<file path="config.mk">
export PLATFORM = sky130hd
export DESIGN_NAME = store_buffer_fwd
export DESIGN_NICKNAME = d
export VERILOG_FILES = /design/src/rtl/store_buffer_fwd.sv
export SDC_FILE = /design/constraint.sdc
export NUM_CORES = 1
export LEC_CHECK = 0
export CORE_ASPECT_RATIO = 0.6
export CORE_MARGIN = 2
export CORE_UTILIZATION = 50
export CTS_CLUSTER_SIZE = 30
export DETAILED_ROUTE_END_ITERATION = 8
export GPL_TIMING_DRIVEN = 0
export PLACE_DENSITY_LB_ADDON = 0.3
export SYNTH_ARGS = -nofsm -noshare
export SYNTH_HDL_FRONTEND = slang
export SYNTH_SLANG_ARGS = --single-unit
</file>
<file path="constraint.sdc">
create_clock -name clk -period 7.11 [get_ports clk]
set_input_delay 1.0665 -clock clk [delete_from_list [all_inputs] [get_ports clk]]
set_output_delay 1.0665 -clock clk [all_outputs]
set_load 0.005 [all_outputs]
</file>
<file path="src/rtl/store_buffer_fwd.sv">
// Post-commit store buffer with byte-granular store-to-load forwarding.
// Optional same-word store merging into the youngest entry: define STORE_BUF_COALESCE_EN.
module store_buffer_fwd #(
    parameter int DEPTH = 4,
    parameter int CNT_W = $clog2(DEPTH) + 1
) (
    input  logic             clk,
    input  logic             rst_n,
    input  logic             st_valid,
    output logic             st_ready,
    input  logic [5:0]       st_instr_id,
    input  logic [31:0]      st_addr,
    input  logic [31:0]      st_data,
    input  logic             ld_valid,
    input  logic [5:0]       ld_instr_id,
    input  logic [31:0]      ld_addr,
    output logic             ld_hit,
    output logic             ld_stall,
    output logic [31:0]      ld_fwd_data,
    output logic             mem_wr_valid,
    input  logic             mem_wr_ready,
    output logic [31:0]      mem_wr_addr,
    output logic [31:0]      mem_wr_data,
    output logic [3:0]       mem_wr_strb,
    output logic [CNT_W-1:0] sb_count,
    output logic             sb_empty
);
    localparam int PTR_W = (DEPTH > 1) ? $clog2(DEPTH) : 1;

    localparam logic [5:0] INSTR_LB  = 6'd0;
    localparam logic [5:0] INSTR_LH  = 6'd1;
    localparam logic [5:0] INSTR_LW  = 6'd2;
    localparam logic [5:0] INSTR_LBU = 6'd3;
    localparam logic [5:0] INSTR_LHU = 6'd4;
    localparam logic [5:0] INSTR_SB  = 6'd5;
    localparam logic [5:0] INSTR_SH  = 6'd6;
    localparam logic [5:0] INSTR_SW  = 6'd7;

    logic [DEPTH-1:0] valid_q, valid_d;
    logic [29:0]      waddr_q [DEPTH];
    logic [29:0]      waddr_d [DEPTH];
    logic [3:0]       strb_q  [DEPTH];
    logic [3:0]       strb_d  [DEPTH];
    logic [31:0]      data_q  [DEPTH];
    logic [31:0]      data_d  [DEPTH];
    logic [PTR_W-1:0] head_q, head_d, tail_q, tail_d;
    logic [CNT_W-1:0] count_q, count_d;

    logic        full, empty, pop, acc, push, merge_ok, st_is;
    logic [3:0]  st_strb;
    logic [31:0] st_wdata;

    assign full  = (count_q == CNT_W'(DEPTH));
    assign empty = (count_q == '0);
    assign pop   = !empty && mem_wr_ready;

    // Stores are lane-replicated so the strobe alone selects the live bytes.
    always_comb begin
        st_is    = (st_instr_id == INSTR_SB) || (st_instr_id == INSTR_SH) ||
                   (st_instr_id == INSTR_SW);
        st_strb  = 4'b1111;
        st_wdata = st_data;
        case (st_instr_id)
            INSTR_SB: begin
                st_strb  = 4'b0001 << st_addr[1:0];
                st_wdata = {4{st_data[7:0]}};
            end
            INSTR_SH: begin
                st_strb  = st_addr[1] ? 4'b1100 : 4'b0011;
                st_wdata = {2{st_data[15:0]}};
            end
            default: ;
        endcase
    end

`ifdef STORE_BUF_COALESCE_EN
    logic [PTR_W-1:0] young_idx;
    assign young_idx = tail_q - PTR_W'(1);
    // A head leaving this cycle cannot absorb the store; it gets a fresh entry.
    assign merge_ok  = !empty && (waddr_q[young_idx] == st_addr[31:2]) &&
                       !(pop && (young_idx == head_q));
`else
    assign merge_ok  = 1'b0;
`endif

    assign st_ready = !full || merge_ok;
    assign acc      = st_valid && st_is && st_ready;
    assign push     = acc && !merge_ok;

    always_comb begin
        valid_d = valid_q;
        waddr_d = waddr_q;
        strb_d  = strb_q;
        data_d  = data_q;
        head_d  = head_q;
        tail_d  = tail_q;
        if (pop) begin
            valid_d[head_q] = 1'b0;
            head_d          = head_q + PTR_W'(1);
        end
`ifdef STORE_BUF_COALESCE_EN
        if (acc && merge_ok) begin
            strb_d[young_idx] = strb_q[young_idx] | st_strb;
            for (int b = 0; b < 4; b++)
                if (st_strb[b]) data_d[young_idx][8*b +: 8] = st_wdata[8*b +: 8];
        end
`endif
        if (push) begin
            valid_d[tail_q] = 1'b1;
            waddr_d[tail_q] = st_addr[31:2];
            strb_d[tail_q]  = st_strb;
            data_d[tail_q]  = st_wdata;
            tail_d          = tail_q + PTR_W'(1);
        end
        count_d = count_q + CNT_W'(push) - CNT_W'(pop);
    end

    always_ff @(posedge clk or negedge rst_n) begin
        if (!rst_n) begin
            valid_q <= '0;
            head_q  <= '0;
            tail_q  <= '0;
            count_q <= '0;
            for (int i = 0; i < DEPTH; i++) begin
                waddr_q[i] <= '0;
                strb_q[i]  <= '0;
                data_q[i]  <= '0;
            end
        end else begin
            valid_q <= valid_d;
            head_q  <= head_d;
            tail_q  <= tail_d;
            count_q <= count_d;
            waddr_q <= waddr_d;
            strb_q  <= strb_d;
            data_q  <= data_d;
        end
    end

    assign sb_count     = count_q;
    assign sb_empty     = empty;
    assign mem_wr_valid = !empty;
    assign mem_wr_addr  = mem_wr_valid ? {waddr_q[head_q], 2'b00} : '0;
    assign mem_wr_data  = mem_wr_valid ? data_q[head_q] : '0;
    assign mem_wr_strb  = mem_wr_valid ? strb_q[head_q] : '0;

    logic             ld_is, full_cov;
    logic [3:0]       need, cov;
    logic [31:0]      asm_w, sh_w;
    logic [PTR_W-1:0] idx;

    // Walk oldest to youngest so younger entries overwrite older lanes.
    always_comb begin
        ld_is = 1'b1;
        need  = 4'b0000;
        case (ld_instr_id)
            INSTR_LB, INSTR_LBU: need = 4'b0001 << ld_addr[1:0];
            INSTR_LH, INSTR_LHU: need = ld_addr[1] ? 4'b1100 : 4'b0011;
            INSTR_LW:            need = 4'b1111;
            default:             ld_is = 1'b0;
        endcase
        ld_is = ld_is && ld_valid;
        cov   = '0;
        asm_w = '0;
        idx   = '0;
        for (int k = 0; k < DEPTH; k++) begin
            idx = head_q + PTR_W'(k);
            if (valid_q[idx] && (waddr_q[idx] == ld_addr[31:2])) begin
                for (int b = 0; b < 4; b++) begin
                    if (strb_q[idx][b]) begin
                        cov[b]           = 1'b1;
                        asm_w[8*b +: 8]  = data_q[idx][8*b +: 8];
                    end
                end
            end
        end
        sh_w     = asm_w >> {ld_addr[1:0], 3'b000};
        full_cov = ((cov & need) == need);
        ld_hit   = ld_is && full_cov;
        ld_stall = ld_is && |(cov & need) && !full_cov;
        ld_fwd_data = '0;
        if (ld_hit) begin
            case (ld_instr_id)
                INSTR_LB:  ld_fwd_data = {{24{sh_w[7]}}, sh_w[7:0]};
                INSTR_LBU: ld_fwd_data = {24'd0, sh_w[7:0]};
                INSTR_LH:  ld_fwd_data = {{16{sh_w[15]}}, sh_w[15:0]};
                INSTR_LHU: ld_fwd_data = {16'd0, sh_w[15:0]};
                default:   ld_fwd_data = sh_w;
            endcase
        end
    end
endmodule

</file>
==> impl_metrics.csv <==
group,metric,value,unit
drt,viasPerCell,7.27,
setup_path,rr_startpoint,"head_q[0]",
timing,hold_viol_final,0,
timing,finalSetupViolCount,33,
timing,timing.slew.headroom,-2.85,%
synthesis,synth_enable_flop_cells,0,
place,post-place-ws,-4.03,ns
floorplanning,core_area,0.0447,mm^2
finish,layout-area-overhead-vs-synth,29.0,%
pwr,ir_worst_vdd,0.330,mV
timing,final-max-slew-violation-count,11,
clocking,ctsHoldBuffers,0,
global_routing,grt_busiest_layer,"met1",
min_path,hold_class,"input pin to async pin",
global_routing,grt_util_met1,67.4,%
global_routing,met2_track_demand_over_resource,57.1,%
clocking,cts_inserted_buffers,29,
drt,drc_errors,0,
clocking,ctsLongestPathBuffers,3,
synthesis,synth_flop_cell,"sky130_fd_sc_hd__dfrtp_1",
synthesis,post_synth_main_area_contributors,"sky130_fd_sc_hd__dfrtp_1 30%, sky130_fd_sc_hd__mux4_2 22%, sky130_fd_sc_hd__mux2_2 9.0%",
setup_path,timing.critical_path.slowest_cell_delay,0.55,ns
synthesis,synth_top_area_cell,"sky130_fd_sc_hd__dfrtp_1",
timing,post-route-min-period,7.55,ns
global_routing,grt_antenna_before_repair,6,
setup_path,worst_path_max_delay_cell,"sky130_fd_sc_hd__or4_4",
synthesis,ys_ff_latch,275,
timing,rsz_0062_raised_after_global_routing,"yes",
place,placement.io_buffers,196,
drt,routed-via-count,21800,
clocking,clock_network_latency_to_the_later_pin_of_the_worst_skew_pair,0.62,ns
timing,setup_slack,-0.444,ns
setup_path,timing.critical_path.from_type,"flip-flop",
synthesis,syn_area_per_cell,11.2,um^2
floorplanning,chip_height,169,um
timing,clock-skew-final,0.0183,ns
pwr,p_total,12.7,mW
run,drv_cap,2,
finish,finalInstanceArea,0.0292,mm^2
setup_path,worst-r2r-setup-slack,2.76,ns
run_status,failed_checks,"capacitance limit, slew limit, setup timing",
global_routing,vias_in_the_first_global_route,20600,
synthesis,synthArstFlopShare,100,%
clocking,root_buffer,"sky130_fd_sc_hd__clkbuf_16",
drt,antenna_left,0,
setup_path,cp.required,6.04,ns
pwr,power.static_leakage,12.1,nW
timing,final_min_period_over_clock_period,106,%
clocking,cts_tree,"built",
setup_path,setup.worst_path.end_class,"output pin",
drt,drt_iter0_drc,3544,
place,gp_congestion,1.06,
synthesis,synth.yosys.warnings,0,
global_routing,first_pass_grt_wire_length,154000,um
setup_path,crit-reg2reg-capture,"head_q[1]",
setup_path,critPathMostFrequentCell,"sky130_fd_sc_hd__buf_12",
floorplanning,die_x,279,um
synthesis,synthDominantCellAreaShare,30.4,%
run_status,status,"finished with violations",
clocking,cts_max_level,1,
drt,drt_pre_antenna_iters,7,
synthesis,syn-instance-count,2021,
floorplanning,floorplan.io_pins,221,
clocking,clkSinkCount,275,
synthesis,synth_area,0.0226,mm^2
place,post_dp_cell_area,0.0254,mm^2
timing,timing.hold.ws,0.372,ns
synthesis,ys_seq_area_share,30.4,%
global_routing,global_route.usage.met3,28.8,%
floorplanning,fp.dieArea,0.0470,mm^2
setup_path,worst-path-buf-inv,15,
drt,detail_route.wirelength,111000,um
floorplanning,floorplan.initialDensity,50.5,%
setup_path,timing.critical_path.max_delay_family,"buffers and inverters",
synthesis,count_of_distinct_cell_types_in_the_synthesized_netlist,102,
drt,avgRoutedWirePerCell,37.2,um
setup_path,timing_worst_setup_path_type,"flip-flop to output pin",
global_routing,globalRouteOverflowTotal,0,
timing,worst_margin_slew,1.54,ns
global_routing,groute.usage.overall,46.6,%
finish,fillers,3411,
setup_path,timing.reg2reg.worst_path_depth,20,
floorplanning,floorplan.rows,60,
global_routing,grt_max_degree,114,
place,dp_hpwl,82700,um
setup_path,crit_path_max_fanout,8,
pwr,power.density_cell_area,435,mW/mm^2
setup_path,arrival_worst_endpoint,6.49,ns
clocking,clk_transition_reported_paths,0.07,ns
finish,finalNetCount,2502,
finish,post_route_cells_drive_above_1_share,36.8,%
timing,max_freq,132,MHz
[kinds of logic after synthesis]
group	Yosys count	synth area share, %
AOI/OAI and AO/OA	350	10.8
muxes	531	37.1
buffers and inverters	212	4.75
other	1	0.0166
and+or+nand+nor	536	12.2
DFF	275	30.4
xor gates and xnor gates	105	4.10
adders and majority gates	11	0.642
[area by class of cell]
| type | count | area [um^2] | area share, % |
|---|---|---|---|
| clock inverters | 14 | 159 | 0.545 |
| flip-flops and latches | 275 | 6880 | 23.6 |
| well taps | 589 | 737 | 2.53 |
| repair buffers | 333 | 3240 | 11.1 |
| multi-input cells | 1536 | 16000 | 54.7 |
| plain buffers | 165 | 1200 | 4.13 |
| diodes | 6 | 15.0 | 0.0515 |
| clock buffers | 39 | 803 | 2.75 |
| inverters | 38 | 166 | 0.570 |
[cells in the mapped netlist, types with 10 or more instances]
library cell / number
sky130_fd_sc_hd__inv_1: 34
sky130_fd_sc_hd__nor3_1: 25
sky130_fd_sc_hd__buf_1: 19
sky130_fd_sc_hd__a32oi_1: 18
sky130_fd_sc_hd__o21a_1: 10
sky130_fd_sc_hd__and2_1: 82
sky130_fd_sc_hd__nand4_1: 24
sky130_fd_sc_hd__clkbuf_1: 84
sky130_fd_sc_hd__nand3_1: 26
sky130_fd_sc_hd__buf_2: 36
sky130_fd_sc_hd__a221oi_1: 20
sky130_fd_sc_hd__xor2_1: 25
sky130_fd_sc_hd__a21o_1: 25
sky130_fd_sc_hd__mux2_2: 181
sky130_fd_sc_hd__a21oi_1: 39
sky130_fd_sc_hd__buf_4: 14
sky130_fd_sc_hd__buf_6: 13
sky130_fd_sc_hd__nor2_1: 48
sky130_fd_sc_hd__and3_1: 12
sky130_fd_sc_hd__ha_1: 10
sky130_fd_sc_hd__nand2_1: 234
sky130_fd_sc_hd__dfrtp_1: 275
sky130_fd_sc_hd__mux2i_1: 122
sky130_fd_sc_hd__o21ai_0: 138
sky130_fd_sc_hd__nand2b_1: 15
sky130_fd_sc_hd__xnor2_1: 79
sky130_fd_sc_hd__nor2b_1: 10
sky130_fd_sc_hd__mux4_2: 221
[flip-flops by register name, indices dropped and copies added (netlist names)]
name      flops
tail_q        2
sb_count      3
head_q        2
valid_q       4
data_q      128
waddr_q     120
strb_q       16
[worst max-delay path by stage]
stage                         start              end  slack [ns]  cells past startpoint
after floorplan           head_q[1]  ld_fwd_data[28]        0.03                     27
after global placement        rst_n     waddr_q[108]       -6.59                      1
after detailed placement  head_q[1]   ld_fwd_data[4]       -4.03                     26
after CTS                 head_q[1]  ld_fwd_data[11]       -0.50                     33
after global routing      head_q[0]  ld_fwd_data[25]       -0.45                     31
final                     head_q[0]  ld_fwd_data[16]       -0.44                     27
[metal layers]
metal | vias to the layer above | share of wire, % | wire (um)
met5 | - | 0.86 | 962
met4 | 17 | 2.5 | 2740
met3 | 240 | 20 | 21800
met2 | 2003 | 37 | 41200
met1 | 11100 | 40 | 44800
li1 | 8420 | - | -
[cell usage in the layout, fill, tap and decap left out, types with 78 or more instances in the layout]
cell type / count
sky130_fd_sc_hd__clkbuf_1: 79
sky130_fd_sc_hd__nand2_1: 228
sky130_fd_sc_hd__o21ai_0: 132
sky130_fd_sc_hd__and2_1: 78
sky130_fd_sc_hd__mux2i_1: 103
sky130_fd_sc_hd__clkdlybuf4s50_1: 162
sky130_fd_sc_hd__mux4_2: 221
sky130_fd_sc_hd__dfrtp_1: 274
sky130_fd_sc_hd__buf_4: 117
sky130_fd_sc_hd__mux2_2: 178
[metrics by stage]
step / setup TNS, ns / utilization, % / instances
floorplan: 0 / - / 2022
global placement: -1922.94 / 56.6 / 2807
detailed placement: -120.82 / 56.7 / 2809
CTS: -10.11 / 63.1 / 2942
global route: -10.20 / 65.2 / 2991
finish: -9.56 / 65.2 / 2995
[where the power goes]
group	internal (mW)	switching, mW	total [mW]	leakage, nW
Combinational	3.94	4.42	8.36	7.98
Sequential	2.02	0.699	2.72	3.70
Clock	0.875	0.744	1.62	0.469
Total	6.83	5.86	12.7	12.1
[timing repair]
action / CTS / global route
cloned: 4 / 1
pin swaps: 53 / 46
resized for setup: 394 / 118
setup buffers: 82 / 57
endpoints found under the hold margin: 0 / 0
setup endpoints to repair: 35 / 34
Power figures use the tool's default switching activity.
